`config.mk`:
```
export PLATFORM = sky130hd
export DESIGN_NAME = multicycle_controller
export DESIGN_NICKNAME = d
export VERILOG_FILES = /design/src/rtl/riscv_mc_pkg.sv /design/src/rtl/alu_decoder.sv /design/src/rtl/multicycle_controller.sv
export SDC_FILE = /design/constraint.sdc
export NUM_CORES = 1
export LEC_CHECK = 0
export ABC_AREA = 1
export CORE_ASPECT_RATIO = 1.2
export CORE_MARGIN = 2
export CORE_UTILIZATION = 40
export DETAILED_ROUTE_END_ITERATION = 16
export PLACE_DENSITY = 0.89
export SETUP_SLACK_MARGIN = 0.1
export SLEW_MARGIN = 0
export SYNTH_ARGS = -nofsm -noshare
export SYNTH_HDL_FRONTEND = slang
export SYNTH_SLANG_ARGS = --single-unit
```
`constraint.sdc`:
```
create_clock -name clk -period 3.95 [get_ports clk]
set_input_delay 0.79 -clock clk [delete_from_list [all_inputs] [get_ports clk]]
set_output_delay 0.79 -clock clk [all_outputs]
set_load 0.01 [all_outputs]
```
`src/rtl/riscv_mc_pkg.sv`:
```
// -----------------------------------------------------------------------------
// riscv_mc_pkg
// Shared definitions for the multi-cycle RV32I-subset controller.
//   - state_t       : controller FSM states
//   - OP_*          : supported major opcodes (Instr[6:0])
//   - ALU_*         : ALUControl codes driven to the datapath ALU
//   - IMM_*         : ImmSrc codes for the immediate extender
//   - RES_*         : ResultSrc codes for the result mux
//   - SRCA_*/SRCB_* : ALU operand mux selects
//   - ADR_*         : memory address mux selects
//   - ALUOP_*       : controller-to-alu_decoder operation class
//   - imm_src_of()  : immediate format from the opcode alone
//   - branch_taken(): branch condition from funct3 and ALU flags
// -----------------------------------------------------------------------------
package riscv_mc_pkg;

  typedef enum logic [3:0] {
    S_FETCH    = 4'd0,
    S_DECODE   = 4'd1,
    S_MEMADR   = 4'd2,
    S_MEMREAD  = 4'd3,
    S_MEMWB    = 4'd4,
    S_MEMWRITE = 4'd5,
    S_EXECR    = 4'd6,
    S_EXECI    = 4'd7,
    S_ALUWB    = 4'd8,
    S_BRANCH   = 4'd9,
    S_JAL      = 4'd10,
    S_JALR1    = 4'd11,
    S_LUI      = 4'd12
  } state_t;

  // Major opcodes
  localparam logic [6:0] OP_LOAD   = 7'b0000011;
  localparam logic [6:0] OP_STORE  = 7'b0100011;
  localparam logic [6:0] OP_RTYPE  = 7'b0110011;
  localparam logic [6:0] OP_ITYPE  = 7'b0010011;
  localparam logic [6:0] OP_BRANCH = 7'b1100011;
  localparam logic [6:0] OP_JAL    = 7'b1101111;
  localparam logic [6:0] OP_JALR   = 7'b1100111;
  localparam logic [6:0] OP_LUI    = 7'b0110111;

  // ALU operations
  localparam logic [2:0] ALU_ADD = 3'b000;
  localparam logic [2:0] ALU_SUB = 3'b001;
  localparam logic [2:0] ALU_AND = 3'b010;
  localparam logic [2:0] ALU_OR  = 3'b011;
  localparam logic [2:0] ALU_SLT = 3'b100;

  // Immediate formats
  localparam logic [2:0] IMM_I = 3'b000;
  localparam logic [2:0] IMM_S = 3'b001;
  localparam logic [2:0] IMM_B = 3'b010;
  localparam logic [2:0] IMM_J = 3'b011;
  localparam logic [2:0] IMM_U = 3'b100;

  // Result mux
  localparam logic [1:0] RES_ALUOUT    = 2'b00;
  localparam logic [1:0] RES_MEMDATA   = 2'b01;
  localparam logic [1:0] RES_ALURESULT = 2'b10;
  localparam logic [1:0] RES_IMMEXT    = 2'b11;

  // ALU operand A mux
  localparam logic [1:0] SRCA_PC    = 2'b00;
  localparam logic [1:0] SRCA_OLDPC = 2'b01;
  localparam logic [1:0] SRCA_A     = 2'b10;

  // ALU operand B mux
  localparam logic [1:0] SRCB_REG  = 2'b00;
  localparam logic [1:0] SRCB_IMM  = 2'b01;
  localparam logic [1:0] SRCB_FOUR = 2'b10;

  // Memory address mux
  localparam logic ADR_PC     = 1'b0;
  localparam logic ADR_RESULT = 1'b1;

  // Operation class handed to alu_decoder
  localparam logic [1:0] ALUOP_ADD   = 2'b00;
  localparam logic [1:0] ALUOP_SUB   = 2'b01;
  localparam logic [1:0] ALUOP_FUNCT = 2'b10;

  // The immediate format depends only on the opcode, so the extender can be
  // driven in every state without consulting the FSM.
  function automatic logic [2:0] imm_src_of(input logic [6:0] op);
    logic [2:0] imm;
    imm = IMM_I;
    case (op)
      OP_STORE:  imm = IMM_S;
      OP_BRANCH: imm = IMM_B;
      OP_JAL:    imm = IMM_J;
      OP_LUI:    imm = IMM_U;
      default:   imm = IMM_I;   // lw, I-ALU, jalr and anything unsupported
    endcase
    return imm;
  endfunction

  // Branch condition evaluated on the rs1 - rs2 subtraction done in BRANCH.
  function automatic logic branch_taken(input logic [2:0] funct3,
                                        input logic       zero,
                                        input logic       sign);
    logic taken;
    taken = 1'b0;
    case (funct3)
      3'b000:  taken = zero;    // beq
      3'b001:  taken = !zero;   // bne
      3'b100:  taken = sign;    // blt
      3'b101:  taken = !sign;   // bge
      default: taken = 1'b0;    // unsupported branch kinds never redirect
    endcase
    return taken;
  endfunction

endpackage

```
`src/rtl/alu_decoder.sv`:
```
// -----------------------------------------------------------------------------
// alu_decoder
// Combinational ALU control decode.
//   alu_op      in  2  operation class from the controller FSM
//   funct3      in  3  Instr[14:12]
//   funct7b5    in  1  Instr[30]
//   opb5        in  1  op[5]: 1 for R-type, 0 for I-type ALU
//   alu_control out 3  ALU operation
// -----------------------------------------------------------------------------
module alu_decoder
  import riscv_mc_pkg::*;
(
  input  logic [1:0] alu_op,
  input  logic [2:0] funct3,
  input  logic       funct7b5,
  input  logic       opb5,
  output logic [2:0] alu_control
);

  always_comb begin
    alu_control = ALU_ADD;
    case (alu_op)
      ALUOP_ADD: alu_control = ALU_ADD;
      ALUOP_SUB: alu_control = ALU_SUB;
      ALUOP_FUNCT: begin
        case (funct3)
          // Only R-type honours funct7[5]; for addi that bit is part of the
          // immediate and must not turn the add into a subtract.
          3'b000:  alu_control = (funct7b5 && opb5) ? ALU_SUB : ALU_ADD;
          3'b010:  alu_control = ALU_SLT;
          3'b110:  alu_control = ALU_OR;
          3'b111:  alu_control = ALU_AND;
          default: alu_control = ALU_ADD;
        endcase
      end
      default: alu_control = ALU_ADD;
    endcase
  end

endmodule

```
`src/rtl/multicycle_controller.sv`:
```
// -----------------------------------------------------------------------------
// multicycle_controller
// Moore FSM sequencing the multi-cycle RV32I-subset datapath
// (fetch / decode / execute / memory / writeback, 3-5 cycles per instruction).
//   clk          in   rising-edge clock
//   rst          in   asynchronous active-low reset
//   op           in   Instr[6:0]
//   funct3       in   Instr[14:12]
//   funct7       in   Instr[31:25]
//   Zero         in   ALU result == 0
//   ALUResSign   in   ALU result bit 31
//   PCWrite      out  PC register load
//   AdrSrc       out  memory address select (0 PC, 1 Result)
//   MemWrite     out  data-memory write
//   IRWrite      out  IR / OldPC load
//   RegWrite     out  register-file write
//   ResultSrc    out  result mux select
//   ALUSrcA      out  ALU operand A select
//   ALUSrcB      out  ALU operand B select
//   ALUControl   out  ALU operation
//   ImmSrc       out  immediate format (from op only)
//   InstrDone    out  pulse in the last state of each instruction
//   Illegal      out  pulse in DECODE on an unsupported opcode
// -----------------------------------------------------------------------------
module multicycle_controller
  import riscv_mc_pkg::*;
#(
  parameter state_t RESET_STATE = S_FETCH
) (
  input  logic       clk,
  input  logic       rst,
  input  logic [6:0] op,
  input  logic [2:0] funct3,
  input  logic [6:0] funct7,
  input  logic       Zero,
  input  logic       ALUResSign,
  output logic       PCWrite,
  output logic       AdrSrc,
  output logic       MemWrite,
  output logic       IRWrite,
  output logic       RegWrite,
  output logic [1:0] ResultSrc,
  output logic [1:0] ALUSrcA,
  output logic [1:0] ALUSrcB,
  output logic [2:0] ALUControl,
  output logic [2:0] ImmSrc,
  output logic       InstrDone,
  output logic       Illegal
);

  state_t     state_reg;
  state_t     state_next;

  // Ungated enables; the ports AND these with rst so nothing writes while
  // reset is held, even though the reset state (FETCH) would request writes.
  logic       pc_write_c;
  logic       mem_write_c;
  logic       ir_write_c;
  logic       reg_write_c;
  logic       instr_done_c;
  logic       illegal_c;
  logic [1:0] alu_op;

  // Only funct7[5] matters to the decode; the rest are carried on the port
  // for datapath symmetry.
  logic       unused_funct7;
  assign unused_funct7 = ^{funct7[6], funct7[4:0]};

  always_ff @(posedge clk or negedge rst) begin
    if (!rst) begin
      state_reg <= RESET_STATE;
    end else begin
      state_reg <= state_next;
    end
  end

  always_comb begin
    state_next   = S_FETCH;
    pc_write_c   = 1'b0;
    mem_write_c  = 1'b0;
    ir_write_c   = 1'b0;
    reg_write_c  = 1'b0;
    instr_done_c = 1'b0;
    illegal_c    = 1'b0;
    AdrSrc       = ADR_PC;
    ResultSrc    = RES_ALUOUT;
    ALUSrcA      = SRCA_PC;
    ALUSrcB      = SRCB_REG;
    alu_op       = ALUOP_ADD;

    case (state_reg)
      S_FETCH: begin
        // PC <= PC + 4 straight from the ALU while the IR captures the word.
        AdrSrc     = ADR_PC;
        ir_write_c = 1'b1;
        ALUSrcA    = SRCA_PC;
        ALUSrcB    = SRCB_FOUR;
        alu_op     = ALUOP_ADD;
        ResultSrc  = RES_ALURESULT;
        pc_write_c = 1'b1;
        state_next = S_DECODE;
      end

      S_DECODE: begin
        // Precompute OldPC + imm so branch / jal already have their target
        // sitting in ALUOut.
        ALUSrcA = SRCA_OLDPC;
        ALUSrcB = SRCB_IMM;
        alu_op  = ALUOP_ADD;
        case (op)
          OP_LOAD, OP_STORE: state_next = S_MEMADR;
          OP_RTYPE:          state_next = S_EXECR;
          OP_ITYPE:          state_next = S_EXECI;
          OP_BRANCH:         state_next = S_BRANCH;
          OP_JAL:            state_next = S_JAL;
          OP_JALR:           state_next = S_JALR1;
          OP_LUI:            state_next = S_LUI;
          default: begin
            illegal_c  = 1'b1;
            state_next = S_FETCH;
          end
        endcase
      end

      S_MEMADR: begin
        ALUSrcA    = SRCA_A;
        ALUSrcB    = SRCB_IMM;
        alu_op     = ALUOP_ADD;
        state_next = (op == OP_STORE) ? S_MEMWRITE : S_MEMREAD;
      end

      S_MEMREAD: begin
        ResultSrc  = RES_ALUOUT;
        AdrSrc     = ADR_RESULT;
        state_next = S_MEMWB;
      end

      S_MEMWB: begin
        ResultSrc    = RES_MEMDATA;
        reg_write_c  = 1'b1;
        instr_done_c = 1'b1;
        state_next   = S_FETCH;
      end

      S_MEMWRITE: begin
        ResultSrc    = RES_ALUOUT;
        AdrSrc       = ADR_RESULT;
        mem_write_c  = 1'b1;
        instr_done_c = 1'b1;
        state_next   = S_FETCH;
      end

      S_EXECR: begin
        ALUSrcA    = SRCA_A;
        ALUSrcB    = SRCB_REG;
        alu_op     = ALUOP_FUNCT;
        state_next = S_ALUWB;
      end

      S_EXECI: begin
        ALUSrcA    = SRCA_A;
        ALUSrcB    = SRCB_IMM;
        alu_op     = ALUOP_FUNCT;
        state_next = S_ALUWB;
      end

      S_ALUWB: begin
        ResultSrc    = RES_ALUOUT;
        reg_write_c  = 1'b1;
        instr_done_c = 1'b1;
        state_next   = S_FETCH;
      end

      S_BRANCH: begin
        // Compare rs1 - rs2 this cycle; the target computed in DECODE is in
        // ALUOut and is loaded into the PC only when the branch is taken.
        ALUSrcA      = SRCA_A;
        ALUSrcB      = SRCB_REG;
        alu_op       = ALUOP_SUB;
        ResultSrc    = RES_ALUOUT;
        pc_write_c   = branch_taken(funct3, Zero, ALUResSign);
        instr_done_c = 1'b1;
        state_next   = S_FETCH;
      end

      S_JAL: begin
        // PC <= ALUOut (target) while the ALU forms OldPC + 4 for the link
        // value, which ALUWB then writes into rd.
        ALUSrcA    = SRCA_OLDPC;
        ALUSrcB    = SRCB_FOUR;
        alu_op     = ALUOP_ADD;
        ResultSrc  = RES_ALUOUT;
        pc_write_c = 1'b1;
        state_next = S_ALUWB;
      end

      S_JALR1: begin
        // Replace the DECODE-time target with rs1 + imm, then reuse JAL.
        ALUSrcA    = SRCA_A;
        ALUSrcB    = SRCB_IMM;
        alu_op     = ALUOP_ADD;
        state_next = S_JAL;
      end

      S_LUI: begin
        ResultSrc    = RES_IMMEXT;
        reg_write_c  = 1'b1;
        instr_done_c = 1'b1;
        state_next   = S_FETCH;
      end

      default: begin
        // Unreachable encodings recover to FETCH without side effects.
        state_next = S_FETCH;
      end
    endcase
  end

  alu_decoder u_alu_decoder (
    .alu_op      (alu_op),
    .funct3      (funct3),
    .funct7b5    (funct7[5]),
    .opb5        (op[5]),
    .alu_control (ALUControl)
  );

  assign ImmSrc    = imm_src_of(op);

  assign PCWrite   = rst & pc_write_c;
  assign MemWrite  = rst & mem_write_c;
  assign IRWrite   = rst & ir_write_c;
  assign RegWrite  = rst & reg_write_c;
  assign InstrDone = rst & instr_done_c;
  assign Illegal   = rst & illegal_c;

endmodule

```
* Yosys cells after proc, flatten, opt, wreduce, memory -nomap -nowiden *
Index checks and enable logic that the tools add are counted.

operators by class
  equality and inequality tests = 28
  muxes and demuxes = 20
  bitwise gates (word level) = 6
  reductions and logical operators = 16

operators by type and width
  kind                                                             count
  4-bit one-hot mux with 7 select lines                            1
  3-bit one-hot mux with 4 select lines                            2
  4-bit one-hot mux with 6 select lines                            1
  7-bit by 6-bit == test with 1-bit output, second input constant  3
  7-bit == test, second input constant                             3
  4-bit == test, second input constant                             5
  4-bit by 3-bit == test with 1-bit output, second input constant  4
  3-bit == test, second input constant                             4
  2-bit one-hot mux with 2 select lines                            3
  2-bit OR reduction                                               5
  5-bit OR reduction                                               2
  4-bit by 2-bit == test with 1-bit output, second input constant  2
  1-bit 2-to-1 mux                                                 8
  8-bit OR reduction                                               1
  7-bit by 2-bit == test with 1-bit output, second input constant  1
  7-bit by 5-bit == test with 1-bit output, second input constant  1
  1-bit AND                                                        6
  2-bit one-hot mux with 3 select lines                            1
  3-bit one-hot mux with 2 select lines                            1
  3-bit OR reduction                                               2
  4-bit by 1-bit == test with 1-bit output, second input constant  1
  4-bit logical NOT                                                1
  1-bit one-hot mux with 4 select lines                            1
  4-bit OR reduction                                               1
  9 further kinds                                                  10

word-level totals
  register bits after elaboration = 4
  bits of input ports = 21
  output and inout port bits = 19
  word-level logic and storage cells = 71

* Longest topological paths before layout *
Gate-level depths: netlist (run 1).

  depth after elaboration = 5
  mapped depth = 8

* Hierarchy *
Synthesis (run 1) repeated with hierarchy kept, for this count alone.

second synthesis, totals
  cell total of the unflattened synthesis = 130
  area, all modules = 670.6 um^2

modules (own cells, without submodules)
  module                 instances  cells an instance  area an instance (um^2)
  multicycle_controller  1          111                574.3
  alu_decoder            1          19                 96.3

* Worst setup path after synthesis (run 1) *
Ideal clock, no wire load.

  path kind = input-to-output
  start = input port op[1]
  end = output port Illegal
  data arrival time = 1.476 ns
  path slack = 1.684 ns
  stages on the path = 6
  path through = nand2_1 nor2_1 and2_1 nor2_1 nand2_1 nor2_1

between the ends
  longest elaborated chain between the ends = 5
  elaborated cells on any way between the ends = 12
  classes of those cells = eq/ne: 8; mux: 2; bitwise: 1; reduce/logical: 1

ends and longest elaborated chain
  what                                                                    RTL line                      source
  start, declared                                                         multicycle_controller.sv:32   input logic [6:0] op,
  7-bit by 6-bit == test with 1-bit output, or another cell as far along  multicycle_controller.sv:110  case (op)
  8-bit OR reduction (no line) *                                          n/a
  1-bit 2-to-1 mux *                                                      multicycle_controller.sv:110
  1-bit 2-to-1 mux *                                                      multicycle_controller.sv:91   case (state_reg)
  1-bit AND *                                                             multicycle_controller.sv:234  assign Illegal = rst & illegal_c;
  end, declared                                                           multicycle_controller.sv:48   output logic Illegal

Mark *: on every way between the ends. The rest lies on a longest branch, timed or not.

* Final worst setup path (run 1) *
  start = input port op[5]
  end = output port Illegal

Same word-level chain as after synthesis.

==> results.ini, run 1 <==
[routing]
drt_iter0_drc = 14
routedWlPerCell_um = 9.48
routed_wl_um = 1760
via_per_inst = 4.81
first_pass_iters = 4
ant_nets = 0
via_count = 895
post-route-drc-count = 0

[clock_network]
path_clk_slew_ps = 40
clk_latency_ps = 240
clockRootBuffer = clkbuf_4
cts.repair.resized = 0
clockBufferDepth = 2
numCtsBuffers = 3
postCtsSetupBuffers = 0
cts_tree = yes
htreeDepth = 1
cts_hold_buf = 0
cts.sinks = 4

[grt]
grt_pass1_vias = 788
grt_overflow = 0
grt_pass1_wl_um = 3050
top_usage_layer = met2
antenna_found_initial = 0
grt_util_met1_pct = 20.7
grt.total_usage_pct = 18.4
grt_use_met3_pct = 2.59
met2_usage_pct = 34.4
grt_max_degree = 9

[die]
die_h_um = 49.2
io_pins = 40
rows = 16
die_w_um = 41.7
die-area_um2 = 2050
core_um2 = 1620
start_util_pct = 42.1

[finish]
postLayoutCellArea_um2 = 1060
largest_reg_flops = 4
final_cell_mix = 43 x nand2_1, 33 x clkdlybuf4s50_1, 22 x inv_1, 20 x nor2_1, 7 x nand3_1
nFillCells = 152
mostFrequentLayoutCell = nand2_1
n_antenna_cell = 0
layout-drive-gt1-share_pct = 8.93
syn2layout_area_growth_pct = 55.0
nets = 193

[synthesis]
ys_seq_area_share_pct = 14.7
syn_nets = 155
avgSynthCellArea_um2 = 5.17
ys_types = 20
syn_area_um2 = 682
netlist_instances = 132
ys.warnings.count = 0
ys_ff_latch = 4

[power]
clkPwrFrac_pct = 14.2
p_total_uw = 354
cellPowerDensity_nw_per_um2 = 335
leakagePower_uw = 0.000545
p_comb_share_pct = 69.2
power_frac_seq_pct = 16.6
p_sw_uw = 150
sw_frac_of_total_pct = 42.3
ir_drop_v = 0.000219
power.internal_uw = 204

[worst_setup_path]
end_kind = output pin
path_buf_inv = 2
required_ps = 3160
critPathLaunchType = input port
crit_fanout = 6
cp.arrival_ps = 2440
path_delay_family = buffers and inverters
ff2ff_setup_slack_ps = 2720
path_class = input port to output pin
r2r_end = state_reg[2]
r2r_cells = 5
crit_top_cell = nor2_1
reg2reg_from = state_reg[3]
crit_slowest_cell = clkdlybuf4s50_1
crit_chain = clkdlybuf4s50_1 > nand2_1 > nor2_1 > and2_1 > nor2_1 > nand2_1 > nor2_1 > clkdlybuf4s50_1
cpPeakStageDelay_ps = 540

[sta]
period_share_pct = 81.9
hold_slack_ps = 618
final_max_slew_viol_count = 0
worstMarginPinSlew_ps = 316
hold_violations = 0
grt_setup_unrepaired = false
clock_skew_ps = 6.28
fin_ws_ps = 716
fmax_ghz = 0.309
period_minus_slack_ps = 3230
finalSetupTns_ps = 0
relSlewSlack_pct = 78.8
setup_viol = 0

[place]
place_ws_ps = 732
routabilityCongestion = 0.813
portBuffers = 33
dpl.hpwl_um = 1480
dpl_cell_area_um2 = 1030

[worst_hold_path]
hold_start = state_reg[2]
hp-class = flop to flop
whs_path_depth = 3
min_to = state_reg[0]

[outcome]
status = completed

[run]
drv_cap = 0

[synthesized netlist by cell type]
master,count,area [um2]
nand2_1,43,161
inv_1,22,82.6
nor2_1,20,75.1
nand3_1,7,35.0
nor3_1,6,30.0
o21ai_0,5,25.0
a21oi_1,4,20.0
dfrtp_1,4,100
inv_2,3,11.3
nand2_2,3,18.8
nor2_2,3,18.8
o21ai_1,3,15.0
ha_1,2,25.0
a21boi_1,1,7.51
and2_1,1,6.26
inv_4,1,6.26
nand4_1,1,6.26
nor2_4,1,11.3
nor2_8,1,20.0
o22ai_1,1,6.26
[cell families after synthesis]
logic type	share of synthesized area, %
and+or+nand+nor	56.1
buffers and inverters	14.7
AOI/OAI and AO/OA	10.8
DFF	14.7
adders and majority gates	3.67
[cell type report]
class	count	area (um2)	area share (%)
tap	18	22.5	2.13
inverter	26	100	9.47
sequential	4	100	9.47
multi-input combinational	102	482	45.6
timing repair buffer	33	330	31.2
clock buffer	3	22.5	2.13
[worst max path at each step]
stage / start / slack [ps] / to / cells after the start
4_1_cts: op[5] / 720 / Illegal / 8
3_5_place_dp: op[5] / 730 / Illegal / 8
3_3_place_gp: op[5] / 730 / Illegal / 8
5_1_grt: op[5] / 590 / Illegal / 8
2_1_floorplan: op[1] / 1680 / Illegal / 6
6_report: op[5] / 720 / Illegal / 8
[metrics by stage]
stage	utilization [%]	cells
2_1_floorplan	-	132
3_3_place_gp	63.8	183
3_5_place_dp	63.8	183
4_1_cts	65.2	186
5_1_grt	65.2	186
6_report	65.2	186
[power by group through the flow]
stage / combinational [uW] / clock, uW / sequential [uW]
global route: 269 / 52.8 / 59.6
finish: 245 / 50.3 / 58.8
CTS: 246 / 50.2 / 58.6
floorplan: 133 / 0 / 57.3
global placement: 239 / 0 / 58.7
detailed placement: 245 / 0 / 59.1
[routing by layer]
metal | share of wire, % | vias up
li1 | - | 483
met1 | 44 | 391
met2 | 52 | 19
met3 | 2.9 | 2
met4 | 0.68 | 0
met5 | 0 | -
[worst reg2reg max path, stage by stage, from the launching register on]
cell	delay [ps]
dfrtp_1	430
nor2_4	190
inv_4	90
nor2_1	210
a21oi_1	100
o21ai_1	120
No activity file was read; power rests on OpenSTA's default activity.
==> inputs of run 2 (changes only) <==
--- a/config.mk
+++ b/config.mk
@@ -8,9 +8,9 @@
 export ABC_AREA = 1
 export CORE_ASPECT_RATIO = 1.2
 export CORE_MARGIN = 2
-export CORE_UTILIZATION = 40
+export CORE_UTILIZATION = 37
 export DETAILED_ROUTE_END_ITERATION = 16
-export PLACE_DENSITY = 0.89
+export PLACE_DENSITY = 0.84
 export SETUP_SLACK_MARGIN = 0.1
 export SLEW_MARGIN = 0
 export SYNTH_ARGS = -nofsm -noshare
==> constraint.sdc (replaced) <==
create_clock -name clk -period 3.3 [get_ports clk]
set_input_delay 0.66 -clock clk [delete_from_list [all_inputs] [get_ports clk]]
set_output_delay 0.66 -clock clk [all_outputs]
set_load 0.01 [all_outputs]
==> results.ini, run 2 (synthesis results as in run 1) <==
[power]
leakagePower_uw = 0.000545  ; unchanged
cellPowerDensity_nw_per_um2 = 395  ; was 335 nW/um2
p_total_uw = 418  ; was 354 uW
ir_drop_v = 0.000315  ; was 0.000219 V

[routing]
first_pass_iters = 4  ; unchanged
drt_iter0_drc = 8  ; was 14
routed_wl_um = 1680  ; was 1760 um
via_per_inst = 4.74  ; was 4.81
post-route-drc-count = 0  ; unchanged
via_count = 887  ; was 895
ant_nets = 0  ; unchanged
routedWlPerCell_um = 9.01  ; was 9.48 um

[worst_setup_path]
r2r_cells = 5  ; unchanged
crit_fanout = 4  ; was 6
ff2ff_setup_slack_ps = 2130  ; was 2720 ps
path_class = input port to output pin  ; unchanged
critPathLaunchType = input port  ; unchanged
end_kind = output pin  ; unchanged
reg2reg_from = state_reg[3]  ; unchanged
required_ps = 2640  ; was 3160 ps
cp-startpoint = op[3]  ; was op[5]
cp.arrival_ps = 2330  ; was 2440 ps

[finish]
postLayoutCellArea_um2 = 1060  ; about the same
n_antenna_cell = 0  ; unchanged
nets = 193  ; unchanged
final_cell_mix = 43 x nand2_1, 33 x clkdlybuf4s50_1, 22 x inv_1, 20 x nor2_1, 7 x nand3_1  ; unchanged
layout-drive-gt1-share_pct = 8.93  ; unchanged
largest_reg_flops = 4  ; unchanged
mostFrequentLayoutCell = nand2_1  ; unchanged
syn2layout_area_growth_pct = 55.2  ; was 55.0%

[place]
dpl_cell_area_um2 = 1040  ; was 1030 um2
place_ws_ps = 328  ; was 732 ps
portBuffers = 33  ; unchanged
routabilityCongestion = 0.857  ; was 0.813
dpl.hpwl_um = 1500  ; was 1480 um

[grt]
grt_overflow = 0  ; unchanged
grt_pass1_vias = 805  ; was 788
antenna_found_initial = 0  ; unchanged
grt_max_degree = 9  ; unchanged
grt_pass1_wl_um = 3040  ; was 3050 um
grt.total_usage_pct = 17.0  ; was 18.4%

[die]
die_h_um = 51.0  ; was 49.2 um
rows = 17  ; was 16
io_pins = 40  ; unchanged
die_w_um = 43.2  ; was 41.7 um
core_um2 = 1790  ; was 1620 um2
die-area_um2 = 2200  ; was 2050 um2
start_util_pct = 38.2  ; was 42.1%

[clock_network]
cts_hold_buf = 0  ; unchanged
cts.repair.resized = 0  ; unchanged
cts_tree = yes  ; unchanged
numCtsBuffers = 3  ; unchanged
path_clk_slew_ps = 40  ; about the same
htreeDepth = 1  ; unchanged
postCtsSetupBuffers = 0  ; unchanged
clk_latency_ps = 220  ; was 240 ps
clockBufferDepth = 2  ; unchanged
clockRootBuffer = clkbuf_4  ; unchanged
cts.sinks = 4  ; unchanged

[sta]
fmax_ghz = 0.334
fin_ws_ps = 310  ; was 716 ps
hold_slack_ps = 616  ; was 618 ps
final_max_slew_viol_count = 0  ; unchanged
period_share_pct = 90.6
clock_skew_ps = 1.11  ; was 6.28 ps
grt_setup_unrepaired = false  ; unchanged
finalSetupTns_ps = 0  ; unchanged
period_minus_slack_ps = 2990
setup_viol = 0  ; unchanged
hold_violations = 0  ; unchanged
worstMarginPinSlew_ps = 281  ; was 316 ps
relSlewSlack_pct = 81.2  ; was 78.8%

[worst_hold_path]
hold_start = state_reg[2]  ; unchanged
hp-class = flop to flop  ; unchanged
whs_path_depth = 3  ; unchanged

[outcome]
status = completed  ; unchanged

[run]
drv_cap = 0  ; unchanged

[run 2: cell counts in the layout (fill, tap and decap cells not counted)]
Identical to the previous run, type by type.
[run 2: worst max-delay path, cell delays in order]
cell	delay [ps]
clkdlybuf4s50_1	500
inv_1	60
nand2_1	60
nor2_1	60
and2_1	160
nor2_1	120
nand2_1	70
nor2_1	100
clkdlybuf4s50_1	540
[run 2: area by class of cell]
type | instances | area, um2
Timing Repair Buffer | 33 | 330
Multi-Input combinational cell | 102 | 482
Tap cell | 19 | 23.8
Fill cell | 185 | 728
Clock buffer | 3 | 22.5
Sequential cell | 4 | 100
Inverter | 26 | 100
[run 2: metrics by stage]
step	std cells	utilization, %
5_1_grt	187	59.2
2_1_floorplan	132	-
3_5_place_dp	184	58.0
4_1_cts	187	59.2
3_3_place_gp	184	58.0
6_report	187	59.2
[run 2: final timing paths]
check	end
max reg2reg	state_reg[2]
min in group asynchronous	state_reg[1]
max	Illegal
min	state_reg[0]
min reg2reg	state_reg[0]
max in group asynchronous	state_reg[3]
[run 2: layer usage]
layer	up-vias	GRT usage [%]	routed length, um
li1	479	-	-
met1	389	20.9	753
met2	17	30.6	868
met3	2	1.41	45
met4	0	5.56	16
met5	-	0	0
[run 2: report_power, final]
part           internal [uW]  total, uW  switching [uW]
clock                   40.5       57.1            16.6
combinational            145        291             146
sequential              58.8       70.0            11.2
==> inputs of run 3 (changes only) <==
--- a/config.mk
+++ b/config.mk
@@ -11,7 +11,9 @@
 export CORE_UTILIZATION = 37
 export DETAILED_ROUTE_END_ITERATION = 16
 export PLACE_DENSITY = 0.84
+export RECOVER_POWER = 50
 export SETUP_SLACK_MARGIN = 0.1
+export SKIP_LAST_GASP = 1
 export SLEW_MARGIN = 0
 export SYNTH_ARGS = -nofsm -noshare
 export SYNTH_HDL_FRONTEND = slang
==> results.ini, run 3 (synthesis results as in run 1) <==
[clock_network]
cts_tree = yes  ; unchanged
cts.repair.resized = 0  ; unchanged
postCtsSetupBuffers = 0  ; unchanged
clockRootBuffer = clkbuf_4  ; unchanged
path_clk_slew_ps = 40  ; about the same
clk_latency_ps = 220  ; about the same
cts_hold_buf = 0  ; unchanged
clockBufferDepth = 2  ; unchanged
cts.sinks = 4  ; unchanged
htreeDepth = 1  ; unchanged
numCtsBuffers = 3  ; unchanged

[sta]
relSlewSlack_pct = 75.8  ; was 81.2%
final_max_slew_viol_count = 0  ; unchanged
worstMarginPinSlew_ps = 361  ; was 281 ps
period_minus_slack_ps = 3070  ; was 2990 ps
fmax_ghz = 0.326  ; was 0.334 GHz
setup_viol = 0  ; unchanged
hold_slack_ps = 631  ; was 616 ps
hold_violations = 0  ; unchanged
clock_skew_ps = 1.11  ; unchanged
period_share_pct = 92.9  ; was 90.6%
finalSetupTns_ps = 0  ; unchanged
grt_setup_unrepaired = false  ; unchanged

[worst_setup_path]
r2r_end = state_reg[2]  ; unchanged
reg2reg_from = state_reg[3]  ; unchanged
cp.arrival_ps = 2410  ; was 2330 ps
crit_slowest_cell = clkdlybuf4s50_1  ; unchanged
path_class = input port to output pin  ; unchanged
critPathLaunchType = input port  ; unchanged
crit_fanout = 7  ; was 4
r2r_cells = 5  ; unchanged
end_kind = output pin  ; unchanged
cpPeakStageDelay_ps = 560  ; was 540 ps
required_ps = 2640  ; about the same
ff2ff_setup_slack_ps = 1970  ; was 2130 ps
crit_chain = clkdlybuf4s50_1 > nand2_1 > nor2_1 > o21ai_0 > nand2_1 > nor2_1 > clkdlybuf4s50_1  ; was clkdlybuf4s50_1 > inv_1 > nand2_1 > nor2_1 > and2_1 > nor2_1 > nand2_1 > nor2_1 > clkdlybuf4s50_1

[grt]
antenna_found_initial = 0  ; unchanged
grt.total_usage_pct = 17.0  ; unchanged
grt_overflow = 0  ; unchanged
grt_use_met3_pct = 1.41  ; unchanged
grt_pass1_vias = 805  ; unchanged
met2_usage_pct = 30.6  ; unchanged
grt_util_met1_pct = 20.9  ; unchanged
grt_max_degree = 9  ; unchanged
grt_pass1_wl_um = 3040  ; unchanged
top_usage_layer = met2  ; unchanged

[die]
die-area_um2 = 2200  ; unchanged
rows = 17  ; unchanged
die_h_um = 51.0  ; unchanged
io_pins = 40  ; unchanged
start_util_pct = 38.2  ; unchanged
core_um2 = 1790  ; unchanged
die_w_um = 43.2  ; unchanged

[power]
p_sw_uw = 172  ; was 174 uW
p_comb_share_pct = 69.4  ; was 69.6%
cellPowerDensity_nw_per_um2 = 393  ; was 395 nW/um2
power.internal_uw = 240  ; was 244 uW
sw_frac_of_total_pct = 41.8  ; was 41.5%
ir_drop_v = 0.000314  ; was 0.000315 V
power_frac_seq_pct = 16.8  ; was 16.7%
clkPwrFrac_pct = 13.9  ; was 13.6%
leakagePower_uw = 0.000549  ; was 0.000545 uW

[finish]
n_antenna_cell = 0  ; unchanged
nets = 193  ; unchanged
nFillCells = 185  ; unchanged
mostFrequentLayoutCell = nand2_1  ; unchanged
largest_reg_flops = 4  ; unchanged
postLayoutCellArea_um2 = 1050  ; was 1060 um2
final_util_pct = 58.7  ; was 59.2%
final_cell_mix = 43 x nand2_1, 29 x clkdlybuf4s50_1, 22 x nor2_1, 22 x inv_1, 7 x nand3_1  ; was 43 x nand2_1, 33 x clkdlybuf4s50_1, 22 x inv_1, 20 x nor2_1, 7 x nand3_1
finalNonFillerCells = 187  ; unchanged
layout-drive-gt1-share_pct = 7.74  ; was 8.93%
syn2layout_area_growth_pct = 53.8  ; was 55.2%

[place]
placed_cells = 184  ; unchanged
portBuffers = 33  ; unchanged
routabilityCongestion = 0.857  ; unchanged
dpl.hpwl_um = 1500  ; unchanged
dpl_cell_area_um2 = 1040  ; unchanged

[routing]
routedWlPerCell_um = 9.01  ; about the same
ant_nets = 0  ; unchanged
first_pass_iters = 4  ; unchanged
via_count = 887  ; unchanged
drt_iter0_drc = 8  ; unchanged
post-route-drc-count = 0  ; unchanged
routed_wl_um = 1690  ; was 1680 um
via_per_inst = 4.74  ; unchanged

[worst_hold_path]
hold_start = state_reg[0]  ; was state_reg[2]
hp-class = flop to flop  ; unchanged
min_to = state_reg[0]  ; unchanged
whs_path_depth = 3  ; unchanged

[outcome]
status = completed  ; unchanged

[run]
drv_cap = 0  ; unchanged

-- run 3: layout make-up --
class	count	area, um2	share of cell area [%]
timing repair buffer	33	330	31.5
clock buffer	3	22.5	2.15
sequential	4	100	9.55
inverter	26	100	9.55
tap	19	23.8	2.27
multi-input combinational	102	472	45.0
-- run 3: routing by layer --
metal / part of all wire, % / vias to the layer above
met4: 0.95 / 0
met2: 52 / 17
met1: 45 / 389
li1: - / 479
met5: 0 / -
met3: 2.7 / 2
-- run 3: worst max-delay path, delay by kind of cell --
family | cells | cell delay (ps)
AO/OA/AOI/OAI | 1 | 190
AND/OR/NAND/NOR | 4 | 540
buffers and inverters | 2 | 1030
-- run 3: how the worst max path moves through the flow --
stage | to | slack (ps) | cells past startpoint | startpoint
finish | Illegal | 230 | 7 | op[5]
global route | Illegal | 60 | 7 | op[5]
CTS | Illegal | 310 | 9 | op[3]
detailed placement | Illegal | 330 | 9 | op[3]
global placement | Illegal | 330 | 8 | op[5]
floorplan | Illegal | 1290 | 6 | op[1]
-- run 3: metrics by stage --
stage,worst slack [ps],power (uW)
finish,233,412
global route,64.8,452
CTS,313,424
detailed placement,328,363
global placement,330,357
floorplan,1290,228
-- run 3: power groups by stage --
stage	Sequential, uW	Combinational [uW]	Clock (uW)
after floorplan	68.6	160	0
after global placement	70.4	287	0
after detailed placement	70.6	293	0
after CTS	70.0	294	59.7
after global routing	71.1	319	62.4
final	69.1	286	57.1
